--- src/rtl/seq_match_window_counter.sv ---
// Counts detector match pulses over fixed WINDOW_LEN-cycle windows and reports each window
// over a valid/ready handshake. Optional feature macro: SEQ_MATCH_GAP_EN (adds rpt_min_gap).
module seq_match_window_counter #(
    parameter int WINDOW_LEN = 16,
    parameter int CNT_W      = 8,
    parameter int IDX_W      = 8
) (
    input  logic             clk,
    input  logic             rst,
    input  logic             en,
    input  logic             match_in,
    output logic             rpt_valid,
    input  logic             rpt_ready,
    output logic [CNT_W-1:0] rpt_count,
    output logic [IDX_W-1:0] rpt_win_idx,
`ifdef SEQ_MATCH_GAP_EN
    output logic [CNT_W-1:0] rpt_min_gap,
`endif
    output logic             win_active,
    output logic             overrun
);

    localparam int CYC_W = (WINDOW_LEN > 1) ? $clog2(WINDOW_LEN) : 1;
    localparam logic [CYC_W-1:0] LAST_CYC = CYC_W'(WINDOW_LEN - 1);
    localparam logic [CNT_W-1:0] CNT_MAX = '1;

    typedef enum logic {
        IDLE,
        RUN
    } state_t;

    state_t state_q, state_d;

    logic [CYC_W-1:0] cyc_q, cyc_d;
    logic [CNT_W-1:0] match_cnt_q, match_cnt_d;
    logic [IDX_W-1:0] idx_q, idx_d;
    logic             rpt_valid_q, rpt_valid_d;
    logic [CNT_W-1:0] rpt_count_q, rpt_count_d;
    logic [IDX_W-1:0] rpt_win_idx_q, rpt_win_idx_d;
    logic             overrun_q, overrun_d;

    logic             counting;
    logic             close;
    logic             accept;
    logic [CNT_W-1:0] match_next;

    always_ff @(posedge clk or negedge rst) begin
        if (!rst) begin
            state_q <= IDLE;
        end else begin
            state_q <= state_d;
        end
    end

    always_comb begin
        state_d = state_q;
        case (state_q)
            IDLE:    if (en) state_d = RUN;
            RUN:     if (!en) state_d = IDLE;
            default: state_d = IDLE;
        endcase
    end

    always_comb begin
        win_active = (state_q == RUN);
    end

    // A window only advances while enabled; dropping en discards the partial window.
    always_comb begin
        counting   = (state_q == RUN) && en;
        close      = counting && (cyc_q == LAST_CYC);
        accept     = rpt_valid_q && rpt_ready;
        match_next = (match_in && (match_cnt_q != CNT_MAX)) ? match_cnt_q + 1'b1 : match_cnt_q;

        cyc_d         = cyc_q;
        match_cnt_d   = match_cnt_q;
        idx_d         = idx_q;
        rpt_valid_d   = rpt_valid_q;
        rpt_count_d   = rpt_count_q;
        rpt_win_idx_d = rpt_win_idx_q;
        overrun_d     = overrun_q;

        if (!counting) begin
            cyc_d       = '0;
            match_cnt_d = '0;
        end else if (close) begin
            cyc_d       = '0;
            match_cnt_d = '0;
            idx_d       = idx_q + 1'b1;
        end else begin
            cyc_d       = cyc_q + 1'b1;
            match_cnt_d = match_next;
        end

        if (accept) begin
            rpt_valid_d = 1'b0;
        end

        // The slot is free if empty or being drained this very edge (back-to-back reload).
        if (close) begin
            if (!rpt_valid_q || accept) begin
                rpt_valid_d   = 1'b1;
                rpt_count_d   = match_next;
                rpt_win_idx_d = idx_q;
            end else begin
                overrun_d = 1'b1;
            end
        end
    end

    always_ff @(posedge clk or negedge rst) begin
        if (!rst) begin
            cyc_q         <= '0;
            match_cnt_q   <= '0;
            idx_q         <= '0;
            rpt_valid_q   <= 1'b0;
            rpt_count_q   <= '0;
            rpt_win_idx_q <= '0;
            overrun_q     <= 1'b0;
        end else begin
            cyc_q         <= cyc_d;
            match_cnt_q   <= match_cnt_d;
            idx_q         <= idx_d;
            rpt_valid_q   <= rpt_valid_d;
            rpt_count_q   <= rpt_count_d;
            rpt_win_idx_q <= rpt_win_idx_d;
            overrun_q     <= overrun_d;
        end
    end

    assign rpt_valid   = rpt_valid_q;
    assign rpt_count   = rpt_count_q;
    assign rpt_win_idx = rpt_win_idx_q;
    assign overrun     = overrun_q;

`ifdef SEQ_MATCH_GAP_EN
    localparam int GAP_W = (CYC_W > CNT_W) ? CYC_W : CNT_W;

    logic [CYC_W-1:0] last_pos_q, last_pos_d;
    logic             seen_q, seen_d;
    logic [CNT_W-1:0] min_gap_q, min_gap_d;
    logic [CNT_W-1:0] rpt_min_gap_q, rpt_min_gap_d;
    logic [GAP_W-1:0] gap_wide;
    logic [CNT_W-1:0] gap_sat;
    logic [CNT_W-1:0] min_next;

    // Gap tracking stays all-ones until a second match in the window provides a distance.
    always_comb begin
        gap_wide = GAP_W'(cyc_q - last_pos_q);
        gap_sat  = (gap_wide > GAP_W'(CNT_MAX)) ? CNT_MAX : CNT_W'(gap_wide);
        min_next = (match_in && seen_q && (gap_sat < min_gap_q)) ? gap_sat : min_gap_q;

        last_pos_d    = last_pos_q;
        seen_d        = seen_q;
        min_gap_d     = min_gap_q;
        rpt_min_gap_d = rpt_min_gap_q;

        if (!counting || close) begin
            last_pos_d = '0;
            seen_d     = 1'b0;
            min_gap_d  = '1;
        end else if (match_in) begin
            last_pos_d = cyc_q;
            seen_d     = 1'b1;
            min_gap_d  = min_next;
        end

        if (close && (!rpt_valid_q || accept)) begin
            rpt_min_gap_d = min_next;
        end
    end

    always_ff @(posedge clk or negedge rst) begin
        if (!rst) begin
            last_pos_q    <= '0;
            seen_q        <= 1'b0;
            min_gap_q     <= '1;
            rpt_min_gap_q <= '0;
        end else begin
            last_pos_q    <= last_pos_d;
            seen_q        <= seen_d;
            min_gap_q     <= min_gap_d;
            rpt_min_gap_q <= rpt_min_gap_d;
        end
    end

    assign rpt_min_gap = rpt_min_gap_q;
`endif

endmodule
--- config.mk ---
export PLATFORM = sky130hd
export DESIGN_NAME = seq_match_window_counter
export DESIGN_NICKNAME = d
export VERILOG_FILES = /design/src/rtl/seq_match_window_counter.sv
export SDC_FILE = /design/constraint.sdc
export NUM_CORES = 1
export LEC_CHECK = 0
export BUFFER_PORTS_ARGS = -buffer_cell sky130_fd_sc_hd__buf_2
export CAP_MARGIN = 20
export CORE_MARGIN = 2
export CORE_UTILIZATION = 45
export DETAILED_ROUTE_END_ITERATION = 10
export HOLD_SLACK_MARGIN = 0.12
export PLACE_DENSITY = 0.62
export SLEW_MARGIN = 40
export SYNTH_ARGS = -nofsm -noshare
export SYNTH_HDL_FRONTEND = slang
export SYNTH_SLANG_ARGS = --single-unit
--- constraint.sdc ---
create_clock -name clk -period 2.1 [get_ports clk]
set_input_delay 0.105 -clock clk [delete_from_list [all_inputs] [get_ports clk]]
set_output_delay 0.105 -clock clk [all_outputs]
set_load 0.02 [all_outputs]
==> results.toml <==
[sta]
hold_slack_ns = 0.1434
finalHoldViolations = 0
tightestPinTransition_ns = 0.5056
fin_ws_ns = 0.4461
fmax_ghz = 0.6046
setup_viol = 0
slew_headroom = 0.6629
fin_crit_sh = 0.7876
skew_ns = 0.01096
slew_viol_final = 0
rsz0062_at_grt = "false"
fin_crit_ns = 1.654
fin_tns_setup_ns = 0

[clocking]
cts_setup_buffers = 0
cts_buffers = 5
ctsHtreeMaxLevel = 2
cts_resized = 0
clk_path_buf_depth = 2
clock_latency_ns = 0.34
cts.sinks = 39
clk_pin_slew_ns = 0.11
clock-root-buffer = "clkbuf_4"
cts_tree = "yes"

[cells_and_area]
stdcell_count = 213
fillers = 303
antenna_cells = 0
design_area_um2 = 1939
fin_nets = 174
drive_above_1_share = 0.2874
area_growth_pct = 18.23
fin_util = 0.5678
final_cell_mix = "39 x dfrtp_1, 23 x buf_2, 14 x nor2_1, 9 x mux2_2, 8 x nand3_1"
mostFrequentLayoutCell = "dfrtp_1"

[outcome]
status = "completed"

[synthesis]
synth_top_area_cell = "dfrtp_1"
yosys_warnings = 0
synth.distinct_cells = 28
synth_top_area_share = 0.5950
avgSynthCellArea_um2 = 12.52
netlist_area_um2 = 1640
synth-seq-cells = 39
postSynthCellCount = 131
ys_seq_area_frac = 0.5950
synthTopCellsByArea = "dfrtp_1 59%, mux2_2 6.2%, xnor2_1 3.7%"
synthesis.nets = 139

[critical_path]
reg2reg_slack_ns = 0.45
start_kind = "flop"
cp_data_arrival_time_ns = 1.89
r2r_cells = 5
path_max_fanout = 11
crit_path_end_kind = "flop"
cp.required_ns = 2.33
worstReg2RegEnd = "rpt_win_idx[3]"
r2r_start = "cyc_q[0]"
slowest_stage = "dfrtp_1"
max_stage_delay_ns = 0.39
crit_type = "flop to flop"
path_cells = "ha_1 > nand3_2 > nor3_4 > buf_4 > mux2_2"

[pwr]
pwr-share-comb = 0.037
peakVddDrop_mv = 0.3762
powerDensity_nw_per_um2 = 636.4
swShare = 0.2156
power.leakage_nw = 0.9840
total_power_mw = 1.234
clkPwrFrac = 0.349
pwr-share-seq = 0.614
p_sw_mw = 0.2660
p_int_mw = 0.9681

[detailed_routing]
viasPerCell = 5.178
postRouteAntennaNets = 0
drt_drc_violations_left = 0
wl_per_cell_um = 13.35
drt-pass1-iter-count = 4
dr.first_iter.drc_count = 75
route.vias.total = 1103
routed_wl_um = 2844

[floorplan]
die-area_um2 = 4144
die_h_um = 64.38
initial_core_util = 0.4802
top_level_ports = 24
rows = 21
core_area_um2 = 3416
die_w_um = 64.38

[global_routing]
grt_max_degree = 22
track_usage = 0.1611
overflow = 0
grt_pass1_vias = 1089
grt_pass1_wl_um = 5016
antenna_found_initial = 0

[run]
maxCapViolations = 0

[worst_hold_path]
min_path_type = "input port to flop"
holdPathEnd = "match_cnt_q[2]"
hold_depth = 3
hold_start = "match_in"

[place]
io_buffers = 23
placed_cells = 202
dp_hpwl_um = 2095
place.gp.congestion = 0.7621
dpl_cell_area_um2 = 1841
dp_slack_ns = 0.4404
timing repair:
item / 4_1_cts / 5_1_grt
hold buffers: 3 / 0
setup endpoints to repair: 0 / 0
hold endpoints to repair: 42 / 0
synthesized netlist by cell type:
master and number:
xnor2_1 7, dfrtp_1 39, and4_1 2, xor2_1 3, and3_1 3, o211ai_1 1, or2_2 1, a31o_2 1
mux2_2 9, ha_1 3, buf_8 1, a41oi_1 1, nand3_2 1, mux2_4 2, nor3_1 2, a31oi_1 3
nor2b_1 2, nor2_1 14, nor3_4 1, a21oi_1 3, nand2_1 4, mux2i_1 6, inv_1 4, a21o_1 1
nand4_1 5, o21ai_0 3, nand2b_1 1, nand3_1 8
sequential cells by signal (all words and copies together), names as in the netlist:
name and flops:
cyc_q 4, idx_q 8, match_cnt_q 8, overrun 1, rpt_count 8, rpt_valid 1
rpt_win_idx 8, win_active 1
final cells by class:
class	count	area [um2]	share of cell area
multi-input combinational	87	634.4	0.3271
timing repair buffer	29	187.7	0.09677
sequential	39	975.9	0.5032
inverter	4	15.01	0.007742
clock buffer	8	68.82	0.03548
tap	46	57.56	0.02968
power groups by stage:
stage                     Clock, mW  Combinational, mW  Sequential, mW
after floorplan                   0             0.0103           0.773
after global placement            0             0.0349           0.772
after detailed placement          0             0.0425           0.773
after CTS                     0.448             0.0470           0.758
after global routing          0.480             0.0521           0.759
final                         0.431             0.0452           0.758
worst max path at each step:
stage / from / endpoint
floorplan: cyc_q[0] / rpt_count[2]
global placement: cyc_q[0] / rpt_win_idx[3]
detailed placement: cyc_q[0] / rpt_win_idx[3]
CTS: cyc_q[0] / rpt_win_idx[3]
global route: match_cnt_q[0] / rpt_count[1]
finish: cyc_q[0] / rpt_win_idx[3]
cell families after synthesis:
group | share of synthesized area
AOI/OAI and AO/OA | 0.04958
xor gates and xnor gates | 0.05340
adders and majority gates | 0.02289
buffers and inverters | 0.01830
DFF | 0.5950
muxes | 0.1167
and+or+nand+nor | 0.1442
critical path: cells and delay by family (launching register included):
kind	cells	cell delay, ns
flops	1	0.39
fa+ha+maj	1	0.22
buf+inv	1	0.23
simple gates	2	0.35
mux	1	0.35
metal layers:
layer / GRT usage / up-vias / routed length [um]
li1: - / 533 / -
met1: 0.2076 / 535 / 1326
met2: 0.2552 / 29 / 1348
met3: 0.04754 / 6 / 123
met4: 0.06383 / 0 / 46
met5: 0 / - / 0
No activity file was read; power rests on OpenSTA's default activity.
